<file path="src/rtl/lsu_ctrl.sv">
// rtl/lsu_ctrl.sv - load/store sequencer between execute stage and word-organised data memory
//
// Ports:
//   clk, rst_n                        clock, asynchronous active-low reset
//   req_valid/req_ready               request handshake (ready only while idle)
//   req_we, req_funct3                store flag, RV32I access size/signedness
//   req_addr, req_wdata               byte address, LSB-aligned store data
//   rsp_valid, rsp_rdata, rsp_err     one-cycle response pulse with extended load data / error
//   mem_addr, mem_wdata               word address and lane-positioned write data
//   mem_wmask, mem_wen                byte-lane enables, write strobe
//   mem_rdata                         combinational read data for mem_addr

module lsu_ctrl #(
    parameter int unsigned MEM_BYTES        = 4096,
    parameter bit          ALLOW_MISALIGNED = 1'b1
) (
    input  logic        clk,
    input  logic        rst_n,
    input  logic        req_valid,
    output logic        req_ready,
    input  logic        req_we,
    input  logic [2:0]  req_funct3,
    input  logic [31:0] req_addr,
    input  logic [31:0] req_wdata,
    output logic        rsp_valid,
    output logic [31:0] rsp_rdata,
    output logic        rsp_err,
    output logic [31:0] mem_addr,
    output logic [31:0] mem_wdata,
    output logic [3:0]  mem_wmask,
    output logic        mem_wen,
    input  logic [31:0] mem_rdata
);

    typedef enum logic [1:0] {IDLE, SPLIT, RESP} state_t;

    state_t      state_q, state_d;
    logic [1:0]  off_q, off_d;
    logic [2:0]  funct3_q, funct3_d;
    logic        we_q, we_d;
    logic        err_q, err_d;
    logic [3:0]  hi_mask_q, hi_mask_d;
    logic [31:0] hi_wdata_q, hi_wdata_d;
    logic [31:0] next_word_q, next_word_d;
    logic [31:0] buf_q, buf_d;
    logic [31:0] mem_addr_q, mem_wdata_q;

    // Request decode
    logic        accept;
    logic [1:0]  off;
    logic [2:0]  size;
    logic [3:0]  size_mask;
    logic [3:0]  off_end;
    logic        legal_f3;
    logic        crossing;
    logic        misaligned;
    logic        out_of_range;
    logic        err_now;
    logic [32:0] last_byte;
    logic [7:0]  lane8;
    logic [63:0] wd64;
    logic [5:0]  hi_shamt;
    logic [31:0] ext_data;

    always_comb begin
        // Reset is folded in so a request held high during reset never strobes memory.
        accept = req_valid && (state_q == IDLE) && rst_n;
        off    = req_addr[1:0];
        unique case (req_funct3[1:0])
            2'd0:    begin size = 3'd1; size_mask = 4'b0001; end
            2'd1:    begin size = 3'd2; size_mask = 4'b0011; end
            default: begin size = 3'd4; size_mask = 4'b1111; end
        endcase
        if (req_we) legal_f3 = (req_funct3 == 3'd0) || (req_funct3 == 3'd1) || (req_funct3 == 3'd2);
        else        legal_f3 = (req_funct3 == 3'd0) || (req_funct3 == 3'd1) || (req_funct3 == 3'd2)
                            || (req_funct3 == 3'd4) || (req_funct3 == 3'd5);
        off_end      = {2'b00, off} + {1'b0, size};
        crossing     = off_end > 4'd4;
        misaligned   = ((size == 3'd2) && off[0]) || ((size == 3'd4) && (off != 2'd0));
        // 33-bit sum so an access running past 0xFFFFFFFF is caught rather than wrapping to 0
        last_byte    = {1'b0, req_addr} + {30'b0, size} - 33'd1;
        out_of_range = last_byte >= 33'(MEM_BYTES);
        err_now      = !legal_f3 || (!ALLOW_MISALIGNED && misaligned) || out_of_range;
        // Lower nibble/word is the first memory cycle, upper is the spill into the next word
        lane8        = {4'b0000, size_mask} << off;
        wd64         = {32'b0, req_wdata} << {off, 3'b000};
        hi_shamt     = 6'd32 - {1'b0, off_q, 3'b000};
    end

    always_comb begin
        unique case (funct3_q)
            3'd0:    ext_data = {{24{buf_q[7]}}, buf_q[7:0]};
            3'd1:    ext_data = {{16{buf_q[15]}}, buf_q[15:0]};
            3'd2:    ext_data = buf_q;
            3'd4:    ext_data = {24'b0, buf_q[7:0]};
            3'd5:    ext_data = {16'b0, buf_q[15:0]};
            default: ext_data = 32'h0;
        endcase
    end

    always_comb begin
        state_d     = state_q;
        off_d       = off_q;
        funct3_d    = funct3_q;
        we_d        = we_q;
        err_d       = err_q;
        hi_mask_d   = hi_mask_q;
        hi_wdata_d  = hi_wdata_q;
        next_word_d = next_word_q;
        buf_d       = buf_q;
        req_ready   = (state_q == IDLE);
        rsp_valid   = 1'b0;
        rsp_err     = 1'b0;
        rsp_rdata   = 32'h0;
        mem_addr    = mem_addr_q;
        mem_wdata   = mem_wdata_q;
        mem_wmask   = 4'b0000;
        mem_wen     = 1'b0;

        unique case (state_q)
            IDLE: begin
                if (accept) begin
                    mem_addr    = {req_addr[31:2], 2'b00};
                    mem_wdata   = wd64[31:0];
                    mem_wmask   = lane8[3:0];
                    mem_wen     = req_we && !err_now;
                    off_d       = off;
                    funct3_d    = req_funct3;
                    we_d        = req_we;
                    err_d       = err_now;
                    hi_mask_d   = lane8[7:4];
                    hi_wdata_d  = wd64[63:32];
                    next_word_d = {req_addr[31:2], 2'b00} + 32'd4;
                    // Byte buffer holds the access LSB-first; lanes below off are shifted out
                    buf_d       = mem_rdata >> {off, 3'b000};
                    state_d     = (!err_now && crossing) ? SPLIT : RESP;
                end
            end
            SPLIT: begin
                mem_addr  = next_word_q;
                mem_wdata = hi_wdata_q;
                mem_wmask = hi_mask_q;
                mem_wen   = we_q;
                buf_d     = buf_q | (mem_rdata << hi_shamt);
                state_d   = RESP;
            end
            RESP: begin
                req_ready = 1'b0;
                rsp_valid = 1'b1;
                rsp_err   = err_q;
                rsp_rdata = (err_q || we_q) ? 32'h0 : ext_data;
                state_d   = IDLE;
            end
            default: state_d = IDLE;
        endcase
    end

    always_ff @(posedge clk or negedge rst_n) begin
        if (!rst_n) begin
            state_q     <= IDLE;
            off_q       <= 2'd0;
            funct3_q    <= 3'd0;
            we_q        <= 1'b0;
            err_q       <= 1'b0;
            hi_mask_q   <= 4'b0000;
            hi_wdata_q  <= 32'h0;
            next_word_q <= 32'h0;
            buf_q       <= 32'h0;
            mem_addr_q  <= 32'h0;
            mem_wdata_q <= 32'h0;
        end else begin
            state_q     <= state_d;
            off_q       <= off_d;
            funct3_q    <= funct3_d;
            we_q        <= we_d;
            err_q       <= err_d;
            hi_mask_q   <= hi_mask_d;
            hi_wdata_q  <= hi_wdata_d;
            next_word_q <= next_word_d;
            buf_q       <= buf_d;
            mem_addr_q  <= mem_addr;
            mem_wdata_q <= mem_wdata;
        end
    end

endmodule
</file>
<file path="config.mk">
export PLATFORM = sky130hd
export DESIGN_NAME = lsu_ctrl
export DESIGN_NICKNAME = d
export VERILOG_FILES = /design/src/rtl/lsu_ctrl.sv
export SDC_FILE = /design/constraint.sdc
export NUM_CORES = 1
export LEC_CHECK = 0
export ABC_AREA = 1
export CORE_MARGIN = 2
export CORE_UTILIZATION = 33
export DETAILED_ROUTE_END_ITERATION = 10
export PLACE_DENSITY_LB_ADDON = 0.1
export SETUP_SLACK_MARGIN = 0.4
export SLEW_MARGIN = 20
export SYNTH_ARGS = -nofsm -noshare
export SYNTH_HDL_FRONTEND = slang
export SYNTH_SLANG_ARGS = --single-unit
</file>
<file path="constraint.sdc">
create_clock -name clk -period 4.5 [get_ports clk]
set_clock_uncertainty 0.2 [all_clocks]
set_input_delay 0.9 -clock clk [delete_from_list [all_inputs] [get_ports clk]]
set_output_delay 0.9 -clock clk [all_outputs]
set_load 0.005 [all_outputs]
</file>
-- Yosys cells after proc, flatten, opt, wreduce, memory -nomap -nowiden
Index checks and enable logic that the tools add are counted.
- add/subtract/negate cells: 5
- $lt $le $gt $ge: 2
- equal/unequal tests: 12
- shift operators: 4
- mux-type cells: 22
- bitwise operators: 1
- reductions and logical operators: 19
- operators by type and width (operator ; count):
    one-hot mux 32 bit (2 select lines) ; 3
    2-to-1 mux 32 bit ; 5
    one-hot mux 32 bit (5 select lines) ; 1
    << shifter 32 x 5 -> 64 bit ; 1
    adder 32 x 3 -> 33 bit ; 1
    >= comparator 33 x 13 -> 1 bit (second input constant) ; 1
    subtractor 33 x 1 -> 33 bit (second input constant) ; 1
    adder 32 x 3 -> 32 bit (second input constant) ; 1
    bitwise OR 32 bit ; 1
    << shifter 32 x 6 -> 32 bit ; 1
    >> shifter 32 x 5 -> 32 bit ; 1
    one-hot mux 4 bit (2 select lines) ; 2
    == test 3 bit (second input constant) ; 4
    << shifter 4 x 2 -> 8 bit ; 1
    == test 3 x 1 -> 1 bit (second input constant) ; 2
    == test 3 x 2 -> 1 bit (second input constant) ; 2
    zero test 3 bit ; 2
    logical OR 1 bit ; 6
    one-hot mux 3 bit (2 select lines) ; 1
    subtractor 6 x 5 -> 6 bit (first input constant) ; 1
    2-to-1 mux 1 bit ; 5
    adder 2 x 3 -> 4 bit ; 1
    == test 2 x 1 -> 1 bit (second input constant) ; 2
    greater-than comparator 4 x 3 -> 1 bit (second input constant) ; 1
    11 further kinds ; 18
- bits in registers: 173
- input bits: 103
- output and inout port bits: 104

-- Longest topological paths before layout
- word-level depth: 13
- depth in mapped cells: 25
- mapped depth without buffers: 25

-- Worst setup path after synthesis
No wires, ideal clock.
- path type: input to output
- start: in req_addr[1]
- end: out mem_wen
- arrival time: 3835 ps
- data required time: 3400 ps
- setup slack: -435 ps
- cell stages on the path: 23
- path through: inv_1 -> clkbuf_1 -> clkbuf_1 -> ha_1 -> inv_1 -> ha_1 -> inv_1 -> fa_1 -> inv_1 -> nand3_1 -> nand3_1 -> nand2_1 -> nand2_1 -> nand2_1 -> nand3_1 -> nand3_1 -> nor2_1 -> nand2_1 -> nor2_1 -> nand2_1 -> nor2_2 -> nand3_1 -> o21ai_1
- word-level cells in the longest chain between the ends: 8
- ends and longest elaborated chain (element ; RTL line ; RTL):
    from (decl) ; 23 ; input logic [31:0] req_addr,
    adder 32 x 3 -> 33 bit ; 81 ; last_byte = {1'b0, req_addr} + {30'b0, size} - 33'd1;
    subtractor 33 x 1 -> 33 bit ; 81 ;
    >= comparator 33 x 13 -> 1 bit ; 82 ; out_of_range = last_byte >= 33'(MEM_BYTES);
    logical OR 1 bit ; 83 ; err_now = !legal_f3 || (!ALLOW_MISALIGNED && misaligned) || out_of_range;
    zero test 1 bit ; 126 ; mem_wen = req_we && !err_now;
    logical AND 1 bit ; 126 ;
    2-to-1 mux 1 bit ; 122 ; if (accept) begin
    one-hot mux 1 bit (2 select lines) ; 120 ; unique case (state_q)
    to (decl) ; 31 ; output logic mem_wen,
Every way passes these cells.

-- Worst setup path in the final report
- start: in req_addr[5]
- end: out mem_wen
Same word-level chain as after synthesis.

==> qor.yml <==
status: "finished, final reports clean"
drt-wirelength-per-cell_um: 17.11
worstMarginPinSlew_ps: 773.0
crit_required_ps: 3400
fin_tns_setup_ps: 0
drive_gt1_share_pct: 17.61
ys_top_cells_by_area: "dfrtp_1, nand2_1, inv_1"
maxCapViolCount: 0
place_area_um2: 15710
path_class: "input port to primary output"
synth.most_common_cell: "nand2_1"
drt_iter0_markers: 718
rsz0062_at_grt: "yes"
syn_area_um2: 11870
ys_types: 45
synth_ff_type: "dfrtp_1"
ant_nets: 0
hold_viol_final: 0
initial_utilization_pct: 33.45
clock-sinks: 162
arrival_ps: 3390
htreeDepth: 4
setup_ws_ps: 7.682
final_util_pct: 47.86
netlist.area_leader.share_pct: 34.16
die-area_um2: 37490
core-area_um2: 35480
synth_nets: 1919
cts_root_buf: "clkbuf_16"
gp_congestion: 0.8574
cp-start-kind: "input port"
antenna_found_initial: 0
hold_buffers: 0
grt_max_degree: 108
clkLatencyLatePin_ps: 450
synth_edf_count: 0
cts_buffer_depth: 2
vias_per_cell: 4.912
min_path_type: "flip-flop to flip-flop"
period_minus_slack_ps: 4492
grt_pass1_vias: 12660
p_leak_nw: 8.306
layout.cells.non_filler: 2579
slew_viol_final: 0
synthArstFlopShare_pct: 100.0
powerDensity_nw_per_um2: 294.8
wirelength_mm: 44.12
place_hpwl_mm: 31.97
n_antenna_cell: 0
synthTopCellsByCount: "nand2_1, inv_1, dfrtp_1"
vias: 12670
finalCritPeriodShare_pct: 99.83
cts_tree: "done"
yosysWarnings: 0
remaining_drc_errors: 0
area_delta_synth_final_pct: 43.09
cp-end-kind: "primary output"
crit_fanout: 4
slew_headroom_pct: 48.28
yosysTopAreaCell: "dfrtp_1"
place_inst: 2526
io_pins: 207
ys_seq_elements: 162
syn_area_per_cell_um2: 6.785
cts_made_buffers: 17
ir_drop_mv: 0.2921
max_freq_mhz: 222.6
path_clk_slew_ps: 70
grt_overflow: 0
finalSetupViolations: 0
synth_cells: 1749
final_area_um2: 16980
yosysSeqAreaShare_pct: 34.16
die_h_um: 193.6
grt_usage_pct: 23.38
rows: 69
io_buffers: 206
fin_nets: 2275
firstDrtPassIters: 7
dpl_worst_slack_ps: -1035
die-width_um: 193.6
grt_first_pass_wirelength_mm: 69.64
## registers in the layout (all words and copies together) (netlist names)
signal	count
we_q	1
buf_q	32
hi_wdata_q	24
mem_addr_q	32
mem_wdata_q	32
off_q	2
next_word_q	30
funct3_q	3
state_q	2
err_q	1
hi_mask_q	3
## cell type report
class / count / area (um2)
Sequential cell: 162 / 4054
Inverter: 289 / 1101
Clock inverter: 12 / 143.9
Tap cell: 461 / 576.8
Timing Repair Buffer: 408 / 3681
Fill cell: 3649 / 18500
Clock buffer: 20 / 456.7
Multi-Input combinational cell: 1227 / 6968
## path summary, 6_finish.rpt
path                                startpoint              end  slack, ps  cells past startpoint
max in group asynchronous                rst_n   hi_wdata_q[20]       2490                      3
worst min-delay path            next_word_q[7]   next_word_q[7]        290                      2
worst max-delay path               req_addr[5]          mem_wen          8                     19
min in group asynchronous                rst_n  mem_wdata_q[14]        350                      2
worst max register to register        off_q[0]        buf_q[25]       1760                      9
worst min register to register  next_word_q[7]   next_word_q[7]        290                      2
## cells in the final DEF, fill, tap and decap left out, drive strengths merged, types with 2 or more instances in the layout
cell type / netlist / layout
nand3: 68 / 68
o22ai: 16 / 16
ha: 65 / 65
a221oi: 6 / 6
o211ai: 39 / 39
o21bai: 4 / 4
clkdlybuf4s50: 0 / 183
dfrtp: 162 / 162
o21ai: 142 / 142
o221ai: 5 / 5
clkinvlp: 0 / 4
a22oi: 24 / 24
xnor2: 4 / 4
a31oi: 17 / 17
o32ai: 6 / 6
a211oi: 2 / 2
inv: 286 / 290
nand3b: 7 / 7
a21oi: 97 / 97
nor2: 140 / 140
bufinv: 0 / 2
clkbuf: 57 / 20
a221o: 14 / 14
buf: 14 / 207
o31ai: 3 / 3
xor2: 7 / 7
dlygate4sd2: 0 / 15
o21a: 2 / 2
nand2: 525 / 525
mux2i: 3 / 3
nand4: 10 / 10
and2: 3 / 3
clkinv: 3 / 5
clkdlybuf4s15: 0 / 2
nor3: 11 / 11
fa: 2 / 2
## per-stage QoR
step | hold slack, ps | power [mW]
2_1_floorplan | 249.2 | 2.607
3_3_place_gp | 265.1 | 3.380
3_5_place_dp | 271.5 | 3.389
4_1_cts | 290.2 | 5.043
5_1_grt | 311.2 | 5.303
6_report | 289.6 | 5.006
## where the power goes
part / internal (mW) / total (mW) / switching [mW]
Sequential: 1.67 / 1.75 / 0.0815
Clock: 0.858 / 1.55 / 0.689
Combinational: 0.769 / 1.71 / 0.938
Total: 3.30 / 5.01 / 1.71
## logic make-up after synthesis
kind of cell             count (synthesis)  share of synthesized area, %
multiplexers                             3                        0.2530
AND/OR/NAND/NOR                        768                         27.11
flip-flops                             162                         34.16
XOR/XNOR                                11                        0.8118
adder cells (fa/ha/maj)                 67                         7.190
buffers and inverters                  360                         11.47
AO/OA/AOI/OAI                          378                         19.01
## critical path: stages
cell and delay [ps]:
clkdlybuf4s50_1 450, buf_4 170, ha_4 260, nand2_2 130, inv_1 70, a21oi_2 180
nand2_4 90, nand2_2 90, nand2_4 60, nand2_1 80, nand3b_1 70, nand2_1 70
nand2_1 60, nor2_2 140, nand2_2 80, nor2_2 130, nand3_1 100, o21ai_2 100
buf_2 150
## routing by layer
| layer | up-vias | share of wire (%) | global-route usage (%) |
|---|---|---|---|
| met1 | 5930 | 46 | 31.12 |
| met2 | 339 | 48 | 40.26 |
| met4 | 0 | 1.3 | 5.344 |
| met5 | - | 0 | 0 |
| met3 | 38 | 4.5 | 3.148 |
| li1 | 6360 | - | - |
## what timing repair did
action	in CTS	in global routing
setup buffers	14	5
endpoints found under the setup margin	54	28
cloned	2	0
resized for setup	120	17
pin swaps	29	4
Note: power is estimated with default switching activity, not from simulation.
